### config.mk
export PLATFORM = sky130hd
export DESIGN_NAME = element_delay_sequencer_flat
export DESIGN_NICKNAME = d
export VERILOG_FILES = /design/src/rtl/element_delay_sequencer_pkg.sv /design/src/rtl/element_delay_sequencer_if.sv /design/src/rtl/element_delay_sequencer.sv /design/src/flat_wrapper.sv
export SDC_FILE = /design/constraint.sdc
export NUM_CORES = 1
export LEC_CHECK = 0
export ABC_AREA = 1
export BUFFER_PORTS_ARGS = -buffer_cell sky130_fd_sc_hd__buf_2
export CORE_MARGIN = 2
export CORE_UTILIZATION = 50
export CTS_CLUSTER_SIZE = 40
export DETAILED_ROUTE_END_ITERATION = 8
export PLACE_DENSITY = 0.81
export SETUP_SLACK_MARGIN = 0.1
export SLEW_MARGIN = 30
export SYNTH_ARGS = -nofsm -noshare
export SYNTH_HDL_FRONTEND = slang
export SYNTH_SLANG_ARGS = --single-unit
### constraint.sdc
create_clock -name clk_i -period 3 [get_ports clk_i]
set_input_delay 0.45 -clock clk_i [delete_from_list [all_inputs] [get_ports clk_i]]
set_output_delay 0.45 -clock clk_i [all_outputs]
set_load 0.02 [all_outputs]
### src/rtl/element_delay_sequencer_pkg.sv
// Shared widths and FSM state type for the element delay sequencer.
// Every fixed-point field carries DwFractional fraction bits plus a sign or guard bit.
package element_delay_sequencer_pkg;

  localparam int unsigned NDwInteger       = 13;
  localparam int unsigned ADwInteger       = 3;
  localparam int unsigned IncTermDwInteger = 16;
  localparam int unsigned ErrorDwInteger   = 14;
  localparam int unsigned DwFractional     = 4;

  localparam int unsigned NW   = NDwInteger + DwFractional + 1;
  localparam int unsigned AW   = ADwInteger + DwFractional + 1;
  localparam int unsigned AsqW = 2 * ADwInteger + DwFractional + 1;
  localparam int unsigned TW   = IncTermDwInteger + DwFractional + 1;
  localparam int unsigned EW   = ErrorDwInteger + DwFractional + 1;

  typedef enum logic [2:0] {
    StIdle,
    StSeed,
    StWaitTerm,
    StIssue,
    StBusy,
    StEmit,
    StDone
  } seq_state_e;

endpackage

### src/rtl/element_delay_sequencer_if.sv
// Operand/result bundle between the sequencer (master) and one IncrementAndCompare core (slave).
interface element_delay_sequencer_if;
  import element_delay_sequencer_pkg::*;

  logic                   initiate;
  logic                   ack;
  logic                   rst;
  logic                   ready;
  logic [NW-1:0]          n_prev;
  logic [NW-1:0]          n_next;
  logic signed [AW-1:0]   a_prev;
  logic signed [AW-1:0]   a_next;
  logic [AsqW-1:0]        a_prev_sq;
  logic [AsqW-1:0]        a_next_sq;
  logic signed [TW-1:0]   comp_term;
  logic signed [TW-1:0]   comp_term_prev;
  logic signed [TW-1:0]   comp_term_next;
  logic signed [EW-1:0]   error_prev;
  logic signed [EW-1:0]   error_next;

  modport master (
    output initiate, ack, rst, n_prev, a_prev, a_prev_sq, comp_term, comp_term_prev, error_prev,
    input  ready, n_next, a_next, a_next_sq, comp_term_next, error_next
  );

  modport slave (
    input  initiate, ack, rst, n_prev, a_prev, a_prev_sq, comp_term, comp_term_prev, error_prev,
    output ready, n_next, a_next, a_next_sq, comp_term_next, error_next
  );

endinterface

### src/rtl/element_delay_sequencer.sv
// Walks one IncrementAndCompare core across the transducer array, seeding element 0 and
// streaming one delay beat per element to the beamformer delay buffer.
module element_delay_sequencer
  import element_delay_sequencer_pkg::*;
#(
  parameter int unsigned NumElements   = 64,
  parameter int unsigned MaxIterCycles = 32,
  localparam int unsigned IdxW = (NumElements > 1) ? $clog2(NumElements) : 1
) (
  input  logic                  clk_i,
  input  logic                  rst_ni,
  input  logic                  start_i,
  input  logic [NW-1:0]         n_init_i,
  input  logic signed [AW-1:0]  a_init_i,
  input  logic [AsqW-1:0]       a_init_sq_i,
  input  logic signed [TW-1:0]  comp_term_init_i,
  input  logic                  term_valid_i,
  input  logic signed [TW-1:0]  term_data_i,
  output logic                  term_ready_o,
  element_delay_sequencer_if.master core_io,
  output logic                  delay_valid_o,
  input  logic                  delay_ready_i,
  output logic [NW-1:0]         delay_out_o,
  output logic [IdxW-1:0]       delay_idx_o,
  output logic                  delay_last_o,
  output logic                  err_timeout_o,
  output logic                  busy_o
);

  localparam int unsigned WdogW = $clog2(MaxIterCycles) + 1;
  localparam logic [WdogW-1:0] WdogLast = WdogW'(MaxIterCycles - 1);
  localparam logic [IdxW-1:0]  IdxLast  = IdxW'(NumElements - 1);

  seq_state_e state_q, state_d;

  // Feedback operands presented to the core for the next element.
  logic [NW-1:0]         n_q, n_d;
  logic signed [AW-1:0]  a_q, a_d;
  logic [AsqW-1:0]       asq_q, asq_d;
  logic signed [TW-1:0]  ctp_q, ctp_d;
  logic signed [EW-1:0]  err_q, err_d;
  logic signed [TW-1:0]  term_q, term_d;

  // Captured core result, held for the EMIT beat.
  logic [NW-1:0]         res_n_q, res_n_d;
  logic signed [AW-1:0]  res_a_q, res_a_d;
  logic [AsqW-1:0]       res_asq_q, res_asq_d;
  logic signed [TW-1:0]  res_ctp_q, res_ctp_d;
  logic signed [EW-1:0]  res_err_q, res_err_d;
  logic                  timed_out_q, timed_out_d;

  logic [IdxW-1:0]       idx_q, idx_d;
  logic [WdogW-1:0]      wdog_q, wdog_d;
  logic                  err_timeout_q, err_timeout_d;

  assign core_io.n_prev         = n_q;
  assign core_io.a_prev         = a_q;
  assign core_io.a_prev_sq      = asq_q;
  assign core_io.comp_term      = term_q;
  assign core_io.comp_term_prev = ctp_q;
  assign core_io.error_prev     = err_q;

  assign err_timeout_o = err_timeout_q;
  assign busy_o        = (state_q != StIdle) && (state_q != StDone);

  always_comb begin
    state_d       = state_q;
    n_d           = n_q;
    a_d           = a_q;
    asq_d         = asq_q;
    ctp_d         = ctp_q;
    err_d         = err_q;
    term_d        = term_q;
    res_n_d       = res_n_q;
    res_a_d       = res_a_q;
    res_asq_d     = res_asq_q;
    res_ctp_d     = res_ctp_q;
    res_err_d     = res_err_q;
    timed_out_d   = timed_out_q;
    idx_d         = idx_q;
    wdog_d        = wdog_q;
    err_timeout_d = err_timeout_q;

    term_ready_o     = 1'b0;
    core_io.initiate = 1'b0;
    core_io.ack      = 1'b0;
    core_io.rst      = 1'b0;
    delay_valid_o    = 1'b0;
    delay_out_o      = '0;
    delay_idx_o      = '0;
    delay_last_o     = 1'b0;

    unique case (state_q)
      StIdle: begin
        if (start_i) begin
          state_d       = StSeed;
          n_d           = n_init_i;
          a_d           = a_init_i;
          asq_d         = a_init_sq_i;
          ctp_d         = comp_term_init_i;
          err_d         = '0;
          idx_d         = '0;
          err_timeout_d = 1'b0;
        end
      end
      StSeed: begin
        delay_valid_o = 1'b1;
        delay_out_o   = n_q;
        delay_idx_o   = idx_q;
        delay_last_o  = (idx_q == IdxLast);
        if (delay_ready_i) begin
          idx_d   = idx_q + IdxW'(1);
          state_d = delay_last_o ? StDone : StWaitTerm;
        end
      end
      StWaitTerm: begin
        term_ready_o = 1'b1;
        if (term_valid_i) begin
          term_d  = term_data_i;
          state_d = StIssue;
        end
      end
      StIssue: begin
        core_io.initiate = 1'b1;
        wdog_d           = '0;
        state_d          = StBusy;
      end
      StBusy: begin
        if (core_io.ready) begin
          res_n_d     = core_io.n_next;
          res_a_d     = core_io.a_next;
          res_asq_d   = core_io.a_next_sq;
          res_ctp_d   = core_io.comp_term_next;
          res_err_d   = core_io.error_next;
          timed_out_d = 1'b0;
          state_d     = StEmit;
        end else if (wdog_q == WdogLast) begin
          // Core is stuck: reset it and repeat the previous element's delay.
          core_io.rst   = 1'b1;
          err_timeout_d = 1'b1;
          res_n_d       = n_q;
          timed_out_d   = 1'b1;
          state_d       = StEmit;
        end else begin
          wdog_d = wdog_q + WdogW'(1);
        end
      end
      StEmit: begin
        delay_valid_o = 1'b1;
        delay_out_o   = res_n_q;
        delay_idx_o   = idx_q;
        delay_last_o  = (idx_q == IdxLast);
        if (delay_ready_i) begin
          core_io.ack = !timed_out_q;
          if (!timed_out_q) begin
            n_d   = res_n_q;
            a_d   = res_a_q;
            asq_d = res_asq_q;
            ctp_d = res_ctp_q;
            err_d = res_err_q;
          end
          idx_d   = idx_q + IdxW'(1);
          state_d = delay_last_o ? StDone : StWaitTerm;
        end
      end
      StDone:  state_d = StIdle;
      default: state_d = StIdle;
    endcase
  end

  always_ff @(posedge clk_i or negedge rst_ni) begin
    if (!rst_ni) begin
      state_q       <= StIdle;
      n_q           <= '0;
      a_q           <= '0;
      asq_q         <= '0;
      ctp_q         <= '0;
      err_q         <= '0;
      term_q        <= '0;
      res_n_q       <= '0;
      res_a_q       <= '0;
      res_asq_q     <= '0;
      res_ctp_q     <= '0;
      res_err_q     <= '0;
      timed_out_q   <= 1'b0;
      idx_q         <= '0;
      wdog_q        <= '0;
      err_timeout_q <= 1'b0;
    end else begin
      state_q       <= state_d;
      n_q           <= n_d;
      a_q           <= a_d;
      asq_q         <= asq_d;
      ctp_q         <= ctp_d;
      err_q         <= err_d;
      term_q        <= term_d;
      res_n_q       <= res_n_d;
      res_a_q       <= res_a_d;
      res_asq_q     <= res_asq_d;
      res_ctp_q     <= res_ctp_d;
      res_err_q     <= res_err_d;
      timed_out_q   <= timed_out_d;
      idx_q         <= idx_d;
      wdog_q        <= wdog_d;
      err_timeout_q <= err_timeout_d;
    end
  end

endmodule

### src/flat_wrapper.sv
// flat-port wrapper written by rule: the top's interface ports become plain ports
module element_delay_sequencer_flat import element_delay_sequencer_pkg::*;
#(
  parameter int unsigned NumElements   = 64,
  parameter int unsigned MaxIterCycles = 32,
  localparam int unsigned IdxW = (NumElements > 1) ? $clog2(NumElements) : 1
)
  (clk_i, rst_ni, start_i, n_init_i, a_init_i, a_init_sq_i, comp_term_init_i, term_valid_i, term_data_i, term_ready_o, delay_valid_o, delay_ready_i, delay_out_o, delay_idx_o, delay_last_o, err_timeout_o, busy_o, core_io_initiate, core_io_ack, core_io_rst, core_io_n_prev, core_io_a_prev, core_io_a_prev_sq, core_io_comp_term, core_io_comp_term_prev, core_io_error_prev, core_io_ready, core_io_n_next, core_io_a_next, core_io_a_next_sq, core_io_comp_term_next, core_io_error_next);
  element_delay_sequencer_if core_io_i ();
  input  logic clk_i;
  input  logic rst_ni;
  input  logic start_i;
  input  logic [NW-1:0] n_init_i;
  input  logic signed [AW-1:0] a_init_i;
  input  logic [AsqW-1:0] a_init_sq_i;
  input  logic signed [TW-1:0] comp_term_init_i;
  input  logic term_valid_i;
  input  logic signed [TW-1:0] term_data_i;
  output logic term_ready_o;
  output logic delay_valid_o;
  input  logic delay_ready_i;
  output logic [NW-1:0] delay_out_o;
  output logic [IdxW-1:0] delay_idx_o;
  output logic delay_last_o;
  output logic err_timeout_o;
  output logic busy_o;
  output wire logic [$bits(core_io_i.initiate)-1:0] core_io_initiate;
  output wire logic [$bits(core_io_i.ack)-1:0] core_io_ack;
  output wire logic [$bits(core_io_i.rst)-1:0] core_io_rst;
  output wire logic [$bits(core_io_i.n_prev)-1:0] core_io_n_prev;
  output wire logic [$bits(core_io_i.a_prev)-1:0] core_io_a_prev;
  output wire logic [$bits(core_io_i.a_prev_sq)-1:0] core_io_a_prev_sq;
  output wire logic [$bits(core_io_i.comp_term)-1:0] core_io_comp_term;
  output wire logic [$bits(core_io_i.comp_term_prev)-1:0] core_io_comp_term_prev;
  output wire logic [$bits(core_io_i.error_prev)-1:0] core_io_error_prev;
  input wire logic [$bits(core_io_i.ready)-1:0] core_io_ready;
  input wire logic [$bits(core_io_i.n_next)-1:0] core_io_n_next;
  input wire logic [$bits(core_io_i.a_next)-1:0] core_io_a_next;
  input wire logic [$bits(core_io_i.a_next_sq)-1:0] core_io_a_next_sq;
  input wire logic [$bits(core_io_i.comp_term_next)-1:0] core_io_comp_term_next;
  input wire logic [$bits(core_io_i.error_next)-1:0] core_io_error_next;
  assign core_io_initiate = core_io_i.initiate;
  assign core_io_ack = core_io_i.ack;
  assign core_io_rst = core_io_i.rst;
  assign core_io_n_prev = core_io_i.n_prev;
  assign core_io_a_prev = core_io_i.a_prev;
  assign core_io_a_prev_sq = core_io_i.a_prev_sq;
  assign core_io_comp_term = core_io_i.comp_term;
  assign core_io_comp_term_prev = core_io_i.comp_term_prev;
  assign core_io_error_prev = core_io_i.error_prev;
  assign core_io_i.ready = core_io_ready;
  assign core_io_i.n_next = core_io_n_next;
  assign core_io_i.a_next = core_io_a_next;
  assign core_io_i.a_next_sq = core_io_a_next_sq;
  assign core_io_i.comp_term_next = core_io_comp_term_next;
  assign core_io_i.error_next = core_io_error_next;
  element_delay_sequencer #(.NumElements(NumElements), .MaxIterCycles(MaxIterCycles)) u_core (.clk_i(clk_i), .rst_ni(rst_ni), .start_i(start_i), .n_init_i(n_init_i), .a_init_i(a_init_i), .a_init_sq_i(a_init_sq_i), .comp_term_init_i(comp_term_init_i), .term_valid_i(term_valid_i), .term_data_i(term_data_i), .term_ready_o(term_ready_o), .core_io(core_io_i), .delay_valid_o(delay_valid_o), .delay_ready_i(delay_ready_i), .delay_out_o(delay_out_o), .delay_idx_o(delay_idx_o), .delay_last_o(delay_last_o), .err_timeout_o(err_timeout_o), .busy_o(busy_o));
endmodule
# Word level (Yosys, flattened, before mapping)
# Index checks and enable logic that the tools add are counted.
dict set report classes {
  order_cmp 0
  n_div 0
  shifts 0
  add_sub_neg 2
  bitwise 0
  n_mul 0
  mux 51
  n_reduce_logical 18
  eq_ne 17
}
# operator n
set ops {}
lappend ops {{$mux 18} 5}
lappend ops {{$pmux 18 s2} 2}
lappend ops {{$mux 21} 3}
lappend ops {{$mux 19} 3}
lappend ops {{$pmux 21 s2} 1}
lappend ops {{$pmux 19 s2} 1}
lappend ops {{$mux 11} 3}
lappend ops {{$mux 6} 5}
lappend ops {{$mux 8} 3}
lappend ops {{$pmux 6 s2} 2}
lappend ops {{$pmux 11 s2} 1}
lappend ops {{$mux 3} 6}
lappend ops {{$pmux 8 s2} 1}
lappend ops {{$pmux 3 s5} 1}
lappend ops {{$mux 1} 13}
lappend ops {{$add 6x1->6 const B} 2}
lappend ops {{$ne 2x2->1 const B} 6}
lappend ops {{$reduce_and 4->1} 3}
lappend ops {{$reduce_bool 2->1} 5}
lappend ops {{$eq 3x2->1 const B} 2}
lappend ops {{$eq 3x3->1 const B} 2}
lappend ops {{$eq 6x5->1 const B} 1}
lappend ops {{$eq 6x6->1 const B} 1}
lappend ops {{$reduce_and 2->1} 3}
lappend ops {{other kinds (11)} 13}
dict set report word_totals {
  ram_bits 0
  ff_bits 192
  mem_count 0
  mem_bits_ro 0
  inputBits 162
  latch_bits 0
}

# Logic depth before layout (Yosys ltp)
dict set report depth {
  word_depth 4
  depth_mapped 10
  depth_no_buf 8
}

# Least setup slack after synthesis
# OpenSTA, ideal clock, no wires.
dict set report synth_path {
  path_type {register to output}
  start {register u_core.state_q[0]}
  end {output port delay_out_o[0]}
  required_ns 2.550
  arrival_ns 1.592
  n_path_buf 2
  setup_slack_ns 0.958
  stages_incl_launch_ff 7
  cell_sequence {dfrtp_1 > inv_2 > nor2_2 > buf_4 > nand2_1 > clkbuf_1 > o21ai_0}
}
dict set report synth_between {
  elab_chain_len 2
  word_cells_on_any_way 3
}
# item line
set synth_rtl {}
lappend synth_rtl {{start: declaration} element_delay_sequencer.sv:34} ;# seq_state_e state_q, state_d;
lappend synth_rtl {{start signal: assignment} element_delay_sequencer.sv:173} ;# state_q <= StIdle;
lappend synth_rtl {{start signal: assignment} element_delay_sequencer.sv:190} ;# state_q <= state_d;
lappend synth_rtl {{$eq 3x3->1 / $eq 3x1->1 (equally long branches)} element_delay_sequencer.sv:93} ;# unique case (state_q)
lappend synth_rtl {{$pmux 18 s2 *} element_delay_sequencer.sv:93}
lappend synth_rtl {{end: declaration} flat_wrapper.sv:22} ;# output logic [NW-1:0] delay_out_o;
# Every way passes the cells marked *; elsewhere a longest branch is shown, timed or not.

# Final worst setup path
dict set report layout_path {
  start {register u_core.state_q[0]}
  end {output port core_io_ack}
}
dict set report layout_between {
  elab_chain_len 2
}
# item line
set layout_rtl {}
lappend layout_rtl {{$eq 3x3->1} element_delay_sequencer.sv:93}
lappend layout_rtl {{$mux 1} element_delay_sequencer.sv:93}
lappend layout_rtl {{end: declaration} flat_wrapper.sv:28} ;# output wire logic [$bits(core_io_i.ack)-1:0] core_io_ack;
# Every way passes these cells.

==> flow_metrics.env <==
export IMPL_pwr_share_seq_pct=39.6
export IMPL_fmax_mhz=373
export IMPL_track_usage_pct=26.5
export IMPL_num_vias=8283
export IMPL_ys_seq_area_share_pct=54.9
export IMPL_crit_arrival_ns=2.23
export IMPL_min_period_over_period_pct=89.5
export IMPL_crit_path_end_kind="primary output"
export IMPL_finalClockSkew_ns=0.0108
export IMPL_worstPathRequired_ns=2.55
export IMPL_syn_num_nets=1290
export IMPL_place_gp_congestion=0.885
export IMPL_die_height_um=136
export IMPL_drt_total_wl_um=24400
export IMPL_rsz0062_at_grt="false"
export IMPL_grt_pass1_wl_um=38600
export IMPL_io_pins=292
export IMPL_overflow=0
export IMPL_synth_area_per_cell_um2=7.77
export IMPL_dr_pass1_iters=5
export IMPL_power_internal_mw=6.31
export IMPL_hold_buffers=0
export IMPL_drc_errors=0
export IMPL_hold_class="primary input to asynchronous set/reset pin"
export IMPL_p_comb_share_pct=38.4
export IMPL_die_w_um=136
export IMPL_htreeDepth=4
export IMPL_dp_cells=1589
export IMPL_core_area_um2=17200
export IMPL_p_sw_mw=4.46
export IMPL_swShare_pct=41.4
export IMPL_clkSinkCount=192
export IMPL_r2r_cells=9
export IMPL_syn_inst=1126
export IMPL_pwr_share_clk_pct=22.0
export IMPL_p_per_area_nw_per_um2=986
export IMPL_maxCapViolations=0
export IMPL_yosysUniqueCellTypes=23
export IMPL_antenna_found_initial=3
export IMPL_p_leak_nw=6.25
export IMPL_rows=48
export IMPL_cts_buffers=17
export IMPL_clockRootBuffer="clkbuf_16"
export IMPL_slew_headroom_pct=51.8
export IMPL_r2r_start="u_core.state_q[0]$_DFFE_PN0P_"
export IMPL_fin_crit_ns=2.68
export IMPL_finalSetupViolations=0
export IMPL_tightest_slew_ns=0.723
export IMPL_postCtsSetupRepairBufs=0
export IMPL_grt_pass1_vias=7948
export IMPL_drive_gt1_share_pct=24.9
export IMPL_hold_viol_final=0
export IMPL_clk_path_buf_depth=2
export IMPL_start_kind="flip-flop"
export IMPL_slew_viol_final=0
export IMPL_ys_warn_count=0
export IMPL_start_util_pct=51.0
export IMPL_area_delta_synth_final_pct=24.9
export IMPL_dp_hpwl_um=16300
export IMPL_outcome="finished, final reports clean"
export IMPL_dieArea_um2=18600
export IMPL_timing_rr_end="u_core.core_io.error_prev[11]$_DFFE_PN0P_"
export IMPL_cts_tree="done"
export IMPL_crit_type="flip-flop to primary output"
export IMPL_drt_iter0_markers=583
export IMPL_via_per_inst=5.09
export IMPL_final_cell_count_no_fill=1626
export IMPL_antenna_left=0
export IMPL_synth_area_um2=8750
export IMPL_placement_io_buffers=291
export IMPL_setup_tns_ns=0
export IMPL_ys_seq_elements=192
export IMPL_insertion_delay_ns=0.43
export IMPL_ir_drop_uv=470
export IMPL_rrSetupSlack_ns=0.33
export IMPL_grt_max_degree=89
export IMPL_final_nets=1547
export IMPL_avgRoutedWirePerCell_um=15.0
export IMPL_path_clk_slew_ns=0.07
export IMPL_crit_fanout=28
[through the flow]
| step | worst slack [ns] | util (%) | hold slack (ns) | area (um^2) | power [mW] |
|---|---|---|---|---|---|
| 6_report | 0.316 | 63.6 | 0.0499 | 10900 | 10.8 |
| 5_1_grt | 0.114 | 63.6 | 0.122 | 10900 | 11.5 |
| 4_1_cts | 0.164 | 63.5 | 0.0926 | 10900 | 10.8 |
| 3_5_place_dp | 0.273 | 60.0 | 0.454 | 10300 | 8.41 |
| 3_3_place_gp | 0.417 | 60.0 | 0.449 | 10300 | 8.26 |
| 2_1_floorplan | 0.958 | - | 0.154 | 8750 | 7.00 |
[state kept, by name, summed over array words and instances, names as in the netlist]
signal                         cells
u_core.core_io.comp_term          21
u_core.core_io.a_prev              8
u_core.core_io.error_prev         19
u_core.core_io.comp_term_prev     21
u_core.wdog_q                      6
u_core.res_n_q                    18
u_core.res_asq_q                  11
u_core.err_timeout_o               1
u_core.core_io.n_prev             18
u_core.res_ctp_q                  21
u_core.core_io.a_prev_sq          11
u_core.idx_q                       6
u_core.res_err_q                  19
u_core.timed_out_q                 1
u_core.res_a_q                     8
u_core.state_q                     3
[placed cells by master, fill, tap and decap left out, types with 2 or more instances in the layout]
cell | netlist | routed
o21bai_1 | 2 | 2
clkinv_4 | 0 | 4
inv_6 | 0 | 3
clkinvlp_4 | 0 | 2
nand4_1 | 3 | 3
nand2_2 | 4 | 4
buf_12 | 0 | 3
clkbuf_16 | 0 | 17
nor2_4 | 1 | 2
dfrtp_1 | 192 | 192
inv_1 | 45 | 45
diode_2 | 0 | 5
a21oi_1 | 40 | 40
nand2_4 | 1 | 2
ha_1 | 2 | 2
o21ai_0 | 67 | 67
nor2_1 | 53 | 53
buf_2 | 17 | 290
inv_2 | 4 | 4
bufinv_16 | 0 | 3
nand2_1 | 525 | 524
nand3_1 | 117 | 116
clkbuf_1 | 32 | 2
buf_4 | 7 | 9
[cell type report]
type,instances,area [um^2]
clock inverters,13,178
flip-flops and latches,192,4800
inverters,49,184
clock buffers,19,433
repair buffers,303,1590
well taps,225,282
diodes,5,12.5
fillers,1523,6240
multi-input cells,820,3450
[power groups by stage]
stage,registers (mW),clock network [mW],logic [mW]
6_report,4.27,2.37,4.14
3_3_place_gp,4.25,0,4.01
4_1_cts,4.25,2.39,4.15
2_1_floorplan,4.83,0,2.16
5_1_grt,4.39,2.50,4.61
3_5_place_dp,4.28,0,4.13
[cells by family (layout without fill, tap and decap cells)]
logic type	after synthesis	count (layout)	synth area share (%)
simple gates	708	708	32.5
flops	192	192	54.9
buf+inv	114	384	5.95
compound gates	110	110	6.35
fa+ha+maj	2	2	0.286
other cells	0	5	0
[worst max-delay path by stage]
stage                                        from                                        end  depth (start not counted)
finish              u_core.state_q[0]$_DFFE_PN0P_                                core_io_ack                          7
floorplan           u_core.state_q[0]$_DFFE_PN0P_                             delay_out_o[0]                          6
global placement    u_core.state_q[0]$_DFFE_PN0P_   u_core.core_io.error_prev[6]$_DFFE_PN0P_                          9
CTS                 u_core.state_q[0]$_DFFE_PN0P_                                core_io_ack                          7
detailed placement  u_core.state_q[0]$_DFFE_PN0P_   u_core.core_io.error_prev[6]$_DFFE_PN0P_                          9
global route        u_core.state_q[0]$_DFFE_PN0P_  u_core.core_io.error_prev[11]$_DFFE_PN0P_                          9
[critical path, cell delays in order, from the launching register on]
cell	delay (ns)
dfrtp_1	0.47
inv_2	0.10
nor2_4	0.25
nand2_2	0.10
inv_2	0.30
nand2_4	0.31
inv_1	0.11
buf_2	0.16
[per-layer routing]
layer  vias to the layer above  track usage (%)  wire (um)  part of all wire (%)
met5                         -                0          0                     0
met4                         0             11.5        714                   2.9
met3                        58             5.93       1660                   6.8
met2                       311             43.3      11900                    49
met1                      3857             33.9      10000                    41
li1                       4057                -          -                     -
[synth_stat cells]
cell type / instances / area share, %
or2_2: 1 / 0.072
nand3b_1: 1 / 0.086
nand2_1: 525 / 23
buf_1: 3 / 0.13
clkbuf_1: 32 / 1.4
nor2_2: 2 / 0.14
nand3_1: 117 / 6.7
nor2_4: 1 / 0.13
dfrtp_1: 192 / 55
nand2_2: 4 / 0.29
a21oi_1: 40 / 2.3
buf_6: 6 / 0.77
o21bai_1: 2 / 0.17
nor2_1: 53 / 2.3
inv_1: 45 / 1.9
inv_2: 4 / 0.17
nand4_1: 3 / 0.21
o21ai_1: 1 / 0.057
buf_4: 7 / 0.60
buf_2: 17 / 0.97
nand2_4: 1 / 0.13
o21ai_0: 67 / 3.8
ha_1: 2 / 0.29
[repair_timing]
| action | in CTS | in global routing |
|---|---|---|
| gates resized for setup | 1 | 1 |
| cloned | 0 | 0 |
| setup endpoints to repair | 6 | 47 |
Note: power is estimated with default switching activity, not from simulation.
